<file path="src/rtl/cpu_sequencer.sv">
// Fetch/execute control sequencer: waits on multi-cycle units, takes prioritised
// maskable interrupts into TRAP, and falls into ERROR when a wait runs too long.
module cpu_sequencer #(
  parameter int NUM_UNITS      = 4,
  parameter int NUM_IRQ        = 2,
  parameter int TIMEOUT_CYCLES = 1024,
  localparam int ID_W          = (NUM_IRQ > 1) ? $clog2(NUM_IRQ) : 1
) (
  input  logic                 i_clk,
  input  logic                 i_rst_n,
  input  logic                 i_bus_DV,
  input  logic [NUM_UNITS-1:0] i_wait_sel,
  input  logic [NUM_UNITS-1:0] i_unit_done,
  input  logic [NUM_IRQ-1:0]   i_irq,
  input  logic [NUM_IRQ-1:0]   i_irq_en,
  input  logic                 i_trap_finished,
  output logic [1:0]           o_state,
  output logic                 o_load_PC,
  output logic                 o_start_fetch,
  output logic                 o_irq_take,
  output logic [ID_W-1:0]      o_irq_id,
  output logic                 o_timeout_err
);

  typedef enum logic [1:0] {
    FETCH   = 2'd0,
    EXECUTE = 2'd1,
    TRAP    = 2'd2,
    ERROR   = 2'd3
  } state_t;

  localparam int              CNT_W    = (TIMEOUT_CYCLES > 1) ? $clog2(TIMEOUT_CYCLES) : 1;
  localparam bit              WD_ON    = (TIMEOUT_CYCLES > 0);
  localparam logic [CNT_W-1:0] CNT_LAST = CNT_W'(TIMEOUT_CYCLES - 1);

  state_t             state, next_state;
  logic [CNT_W-1:0]   wd_count;
  logic               boot_pending;
  logic               done;
  logic               waiting;
  logic [NUM_IRQ-1:0] pending;
  logic [ID_W-1:0]    winner;
  logic               start_next, take_next, err_next;

  assign done      = &(i_unit_done | ~i_wait_sel);
  assign pending   = i_irq & i_irq_en;
  assign o_load_PC = (state == EXECUTE) && done;
  assign o_state   = state;

  // Ascending scan so the highest pending index is the one left standing.
  always_comb begin
    winner = '0;
    for (int i = 0; i < NUM_IRQ; i++) begin
      if (pending[i]) winner = ID_W'(i);
    end
  end

  always_comb begin
    next_state = state;
    start_next = 1'b0;
    take_next  = 1'b0;
    err_next   = 1'b0;
    waiting    = 1'b0;
    case (state)
      FETCH: begin
        if (i_bus_DV) next_state = EXECUTE;
        else          waiting    = 1'b1;
      end
      EXECUTE: begin
        if (done) begin
          if (|pending) begin
            next_state = TRAP;
            take_next  = 1'b1;
          end else begin
            next_state = FETCH;
            start_next = 1'b1;
          end
        end else begin
          waiting = 1'b1;
        end
      end
      TRAP, ERROR: begin
        if (i_trap_finished) begin
          next_state = FETCH;
          start_next = 1'b1;
        end
      end
      default: next_state = FETCH;
    endcase
    // Expiry only applies while still waiting, so a same-cycle completion wins.
    if (WD_ON && waiting && (wd_count == CNT_LAST)) begin
      next_state = ERROR;
      err_next   = 1'b1;
    end
    if (boot_pending && (next_state != ERROR)) start_next = 1'b1;
  end

  always_ff @(posedge i_clk) begin
    if (!i_rst_n) begin
      state         <= FETCH;
      wd_count      <= '0;
      boot_pending  <= 1'b1;
      o_start_fetch <= 1'b0;
      o_irq_take    <= 1'b0;
      o_timeout_err <= 1'b0;
      o_irq_id      <= '0;
    end else begin
      state         <= next_state;
      boot_pending  <= 1'b0;
      o_start_fetch <= start_next;
      o_irq_take    <= take_next;
      o_timeout_err <= err_next;
      if (take_next) o_irq_id <= winner;
      if (next_state != state)              wd_count <= '0;
      else if (waiting && (wd_count != '1)) wd_count <= wd_count + 1'b1;
    end
  end

endmodule
</file>
<file path="config.mk">
export PLATFORM = sky130hd
export DESIGN_NAME = cpu_sequencer
export DESIGN_NICKNAME = d
export VERILOG_FILES = /design/src/rtl/cpu_sequencer.sv
export SDC_FILE = /design/constraint.sdc
export NUM_CORES = 1
export LEC_CHECK = 0
export BUFFER_PORTS_ARGS = -buffer_cell sky130_fd_sc_hd__buf_2
export CORE_UTILIZATION = 50
export DETAILED_ROUTE_END_ITERATION = 10
export GPL_TIMING_DRIVEN = 0
export HOLD_SLACK_MARGIN = 0.02
export PLACE_DENSITY = 0.78
export SLEW_MARGIN = 20
export SYNTH_ARGS = -nofsm -noshare
export SYNTH_HDL_FRONTEND = slang
export SYNTH_SLANG_ARGS = --single-unit
</file>
<file path="constraint.sdc">
create_clock -name i_clk -period 1.96 [get_ports i_clk]
set_input_delay 0.392 -clock i_clk [delete_from_list [all_inputs] [get_ports i_clk]]
set_output_delay 0.392 -clock i_clk [all_outputs]
set_load 0.03 [all_outputs]
</file>
* After elaboration in Yosys (flattened, before gate mapping) *
Index checks and enable logic that the tools add are counted.

cells by class
  multiplexer cells = 20
  add/subtract/negate cells = 1
  equality and inequality tests = 7
  bitwise gates (word level) = 4
  reduce and logical (&&, ||, !) cells = 9

operators with widths
  cell                   count
  $mux 1                 12
  $add 10x1->10 const B  1
  $eq 10x10->1 const B   1
  $mux 2                 5
  $ne 10x10->1 const B   1
  $pmux 2 s3             1
  $reduce_or 2->1        3
  $eq 2x2->1 const B     2
  $logic_and 1x1->1      4
  $not 4->4              1
  $or 4x4->4             1
  $pmux 1 s2             2
  $reduce_and 4->1       1
  $and 2x2->2            1
  $eq 2x1->1 const B     1
  $logic_not 2->1        1
  $ne 2x2->1             1
  $ne 2x2->1 const B     1
  $not 1->1              1

word-level totals
  flip-flop bits (word level) = 17
  logic and storage cells = 48
  output and inout bits = 7

* Logic depth before layout (Yosys ltp) *
  word-level depth = 10
  gate-level depth with buffers = 6
  gate-level depth less buffers = 6

* Worst setup path after synthesis *
Ideal clock, no wire load.

  path kind = input -> output
  start point = input port i_wait_sel[0]
  end point = output port o_load_PC
  stages = 4
  buffers on the path = 0
  slack = 0.204 ns
  arrival = 1.364 ns
  cell sequence = nor2b_4 > a2111oi_4 > nand3_1 > inv_1

on the way
  word-level cells in the longest chain between the ends = 4

ends and longest elaborated chain
  what                RTL line  RTL
  start: declaration  12        input logic [NUM_UNITS-1:0] i_wait_sel,
  $not 4->4           45        assign done = &(i_unit_done | ~i_wait_sel);
  $or 4x4->4          45
  $reduce_and 4->1    45
  $logic_and 1x1->1   47        assign o_load_PC = (state == EXECUTE) && done;
  end: declaration    18        output logic o_load_PC,

Every way passes these cells.

* Worst setup path in the final report *
  start point = input port i_wait_sel[2]
  end point = output port o_load_PC

Same word-level chain as after synthesis.

==> impl_results.md <==
* CP max FO at 5
* Yosys top cell area share at 38.3%
* Leading area contributor after synthesis: dfxtp_1
* Fin crit period at 1.87 ns
* Int Pwr at 0.000478 W
* Final period utilization at 95.5%
* Clock buffer depth at 2
* Final WL at 1750 microns
* Sequential fraction of design power at 54.7%
* FILL cells at around 140
* Drt wl/cell at 12.1 microns
* CP Cell Sequence: buf_2 > and2b_2 > a2111oi_4 > nand3_2 > inv_1 > buf_2
* Drt first pass iters at 6
* Max-cap violation count at 0
* RSZ-0062 raised after global routing: false
* Initial core utilization at 56.3%
* Clock sinks at 17
* Routed via count at between 800 and 900
* First-pass GRT wire length at 2970 microns
* Clk slew on worst S/H paths at 0.10 ns
* Slew @ Worst Pin at 0.831 ns
* Yosys cell types at 39
* CTS Hold Bufs at 0
* LEAKAGE at 0.442 nW
* Most Frequent Cell on Critical Path: buf_2
* Skew final at 0.00448 ns
* Sw Ratio at between 20 and 30%
* CP max stage delay at 0.38 ns
* Worst setup path class: in2out
* Syn Std Cell Area at between 800 and 900 sq um
* Vias in the first global route at ~750
* Worst IR drop on VDD at approximately 0.42 mV
* Ports at 23
* Placed instance count at 139
* GRT Util Overall at around a fifth
* Vias per std cell at 5.61
* Synthesized flop and latch total at 17
* GPL Wtd Cong at 0.786
* Syn nets at about 120
* Power share of the clock group at 29.0%
* Sequential element share of the synthesized area at 38.3%
* Fin nets at 146
* Max Fclk at 535 MHz
* Mean Syn Cell Area at 8.80 sq um
* FF/Latch Area at 340 sq um
* Final core utilization at 67.5%
* Slowest cell on crit path: a2111oi_4
* Slew HR at 44.2%
* Antenna violations before repair at 0
* Ant diodes at 0
* Drt first-iter violations at 28
* Total global routing overflow at 0
* Switching Power at 0.000182 W
* Setup crit start kind: primary input
* Multi-input logic area at 517 sq um
* Buf/Inv on CP at 3
* CP Capture Type: output port
* Ratio of cells with drive above 1 in the final layout at 32.8%
* FP Rows at 14
* Root Driver: clkbuf_4
* Detailed Place HPWL at 1320 microns
* Die Span Y at between 40 and 50 microns
* HP Class: in2reg
* Hold Vio Cnt, Final at 0
* TritonCTS Buffers at 3
* Cells after Synth at 101
* Clk_lat worst skew at 0.30 ns
* Comb pwr share at 16.3%
* Final ANT Viol Nets at 0
* Synth warnings at 0
* IO buf count at 22
* Final Max Tran Viols at 0
* Die ar. at 1950 sq um
* CP Data Arrival Time at approximately 1.5 ns
* Pwr dens at 620 nW/um^2
* CTS tree: yes
* DRC viols at 0
* Htree depth at 1
* Setup TNS at 0 ns
* Die X at 44.2 microns
* Synth-to-layout area growth at 19.9%
* Worst path required time at roughly 1.6 ns
* Core area at 1580 sq um
* # setup viols final at 0
* Family with the most delay on the worst path: compound AO/OA/AOI/OAI gates
* Top cells by area, synth: dfxtp_1, nand2_1, nand3_1
* Non-filler cells, final at 144
* Status: complete, no violations
* Largest net degree at the start of global routing at 11
-- worst paths after layout --
check / start / endpoint / slack (ns) / cells after the start
setup reg to reg: wd_count[0] / o_state[0] / 0.12 / 6
hold reg to reg: boot_pending / o_start_fetch / 0.48 / 2
hold / removal: i_rst_n / o_state[1] / 0.35 / 2
setup / recovery: i_wait_sel[2] / o_load_PC / 0.09 / 6
-- cell usage after synthesis --
cell	instances
nor2b_4	1
nor2b_2	1
o31a_1	1
and2_1	1
and2b_2	1
mux2i_1	3
a21oi_1	4
or2_2	1
and2_2	1
a2111oi_4	1
xnor2_1	1
nand2_1	11
a32oi_1	1
a2111oi_2	1
and4_4	1
clkinv_1	1
a22oi_1	1
nor3_1	3
dfxtp_1	17
nand3b_1	3
a21o_1	1
ha_1	1
nand2b_1	1
buf_4	1
a22o_1	2
a211o_1	1
nor3_2	1
inv_1	7
a31oi_1	5
a211oi_2	1
nand4_1	3
o21ai_0	3
nand3_2	2
nor2_1	6
xor2_1	1
clkbuf_2	1
nand3_1	7
or2_0	1
o21ai_1	1
-- power groups by stage --
stage                     clock network (W)  registers, W  logic (W)
after floorplan                           0      0.000377  0.0000616
after global placement                    0      0.000369   0.000100
after CTS                          0.000201      0.000361   0.000107
final                              0.000191      0.000361   0.000108
after global routing               0.000216      0.000362   0.000118
after detailed placement                  0      0.000369   0.000104
-- cells by family (layout without fill, tap and decap cells) --
logic type,Yosys count,count (layout),synth area share (%)
buffers and inverters,10,37,4.79
xor gates and xnor gates,2,2,1.97
and+or+nand+nor,45,45,29.3
AOI/OAI and AO/OA,23,23,20.8
adders and majority gates,1,1,1.41
muxes,3,3,3.38
DFF,17,17,38.3
-- area by class of cell --
| class | instances | area share, % |
|---|---|---|
| buffer | 2 | 1.18 |
| clock buffer | 3 | 2.12 |
| clock inverter | 1 | 0.470 |
| inverter | 8 | 2.82 |
| multi-input combinational | 74 | 48.5 |
| sequential | 17 | 32.0 |
| tap | 16 | 1.88 |
| timing repair buffer | 23 | 11.0 |
-- layer usage --
layer  up-vias  routed length [microns]  GRT usage (%)
met4         0                       24           7.27
met1       371                      826           23.7
li1        421                        -              -
met2        13                      849           35.9
met3         3                       48           3.67
met5         -                        0              0
-- worst reg2reg max path, cell delays in order (launching register included) --
cell	delay, ns
dfxtp_1	0.41
ha_1	0.23
nand3_2	0.15
nor3_4	0.27
nand3_2	0.22
a211o_1	0.35
a21oi_1	0.15
-- flip-flops by register name (all words and copies together), names as in the netlist --
name / flops
wd_count: 10
o_irq_id: 1
o_start_fetch: 1
o_irq_take: 1
o_state: 2
boot_pending: 1
o_timeout_err: 1
-- cell usage in the layout, fill, tap and decap left out, drive strengths merged, types with 3 or more instances in the layout --
cell	instances
dfxtp	17
clkbuf	4
a21oi	4
nand2	11
nand3	9
nand4	3
buf	24
nor2	6
nor3	4
nand3b	3
o21ai	4
mux2i	3
inv	7
a31oi	5
-- what timing repair did --
item | 4_1_cts | 5_1_grt
setup endpoints to repair | 1 | 2
gates resized for setup | 0 | 2
setup buffers | 1 | 0
endpoints found under the hold margin | 0 | 0
pin swaps | 1 | 0
-- per-stage QoR --
step / hold WS, ns / total power [W] / instance area, sq um / setup WS, ns
detailed placement: 0.468 / 0.000473 / 1020 / -0.0233
global route: 0.346 / 0.000696 / 1060 / 0.0112
global placement: 0.455 / 0.000469 / 1020 / 0.00230
floorplan: 0.446 / 0.000439 / 888 / 0.204
CTS: 0.334 / 0.000668 / 1050 / 0.0447
finish: 0.345 / 0.000660 / 1060 / 0.0891
No activity file was read; power rests on OpenSTA's default activity.
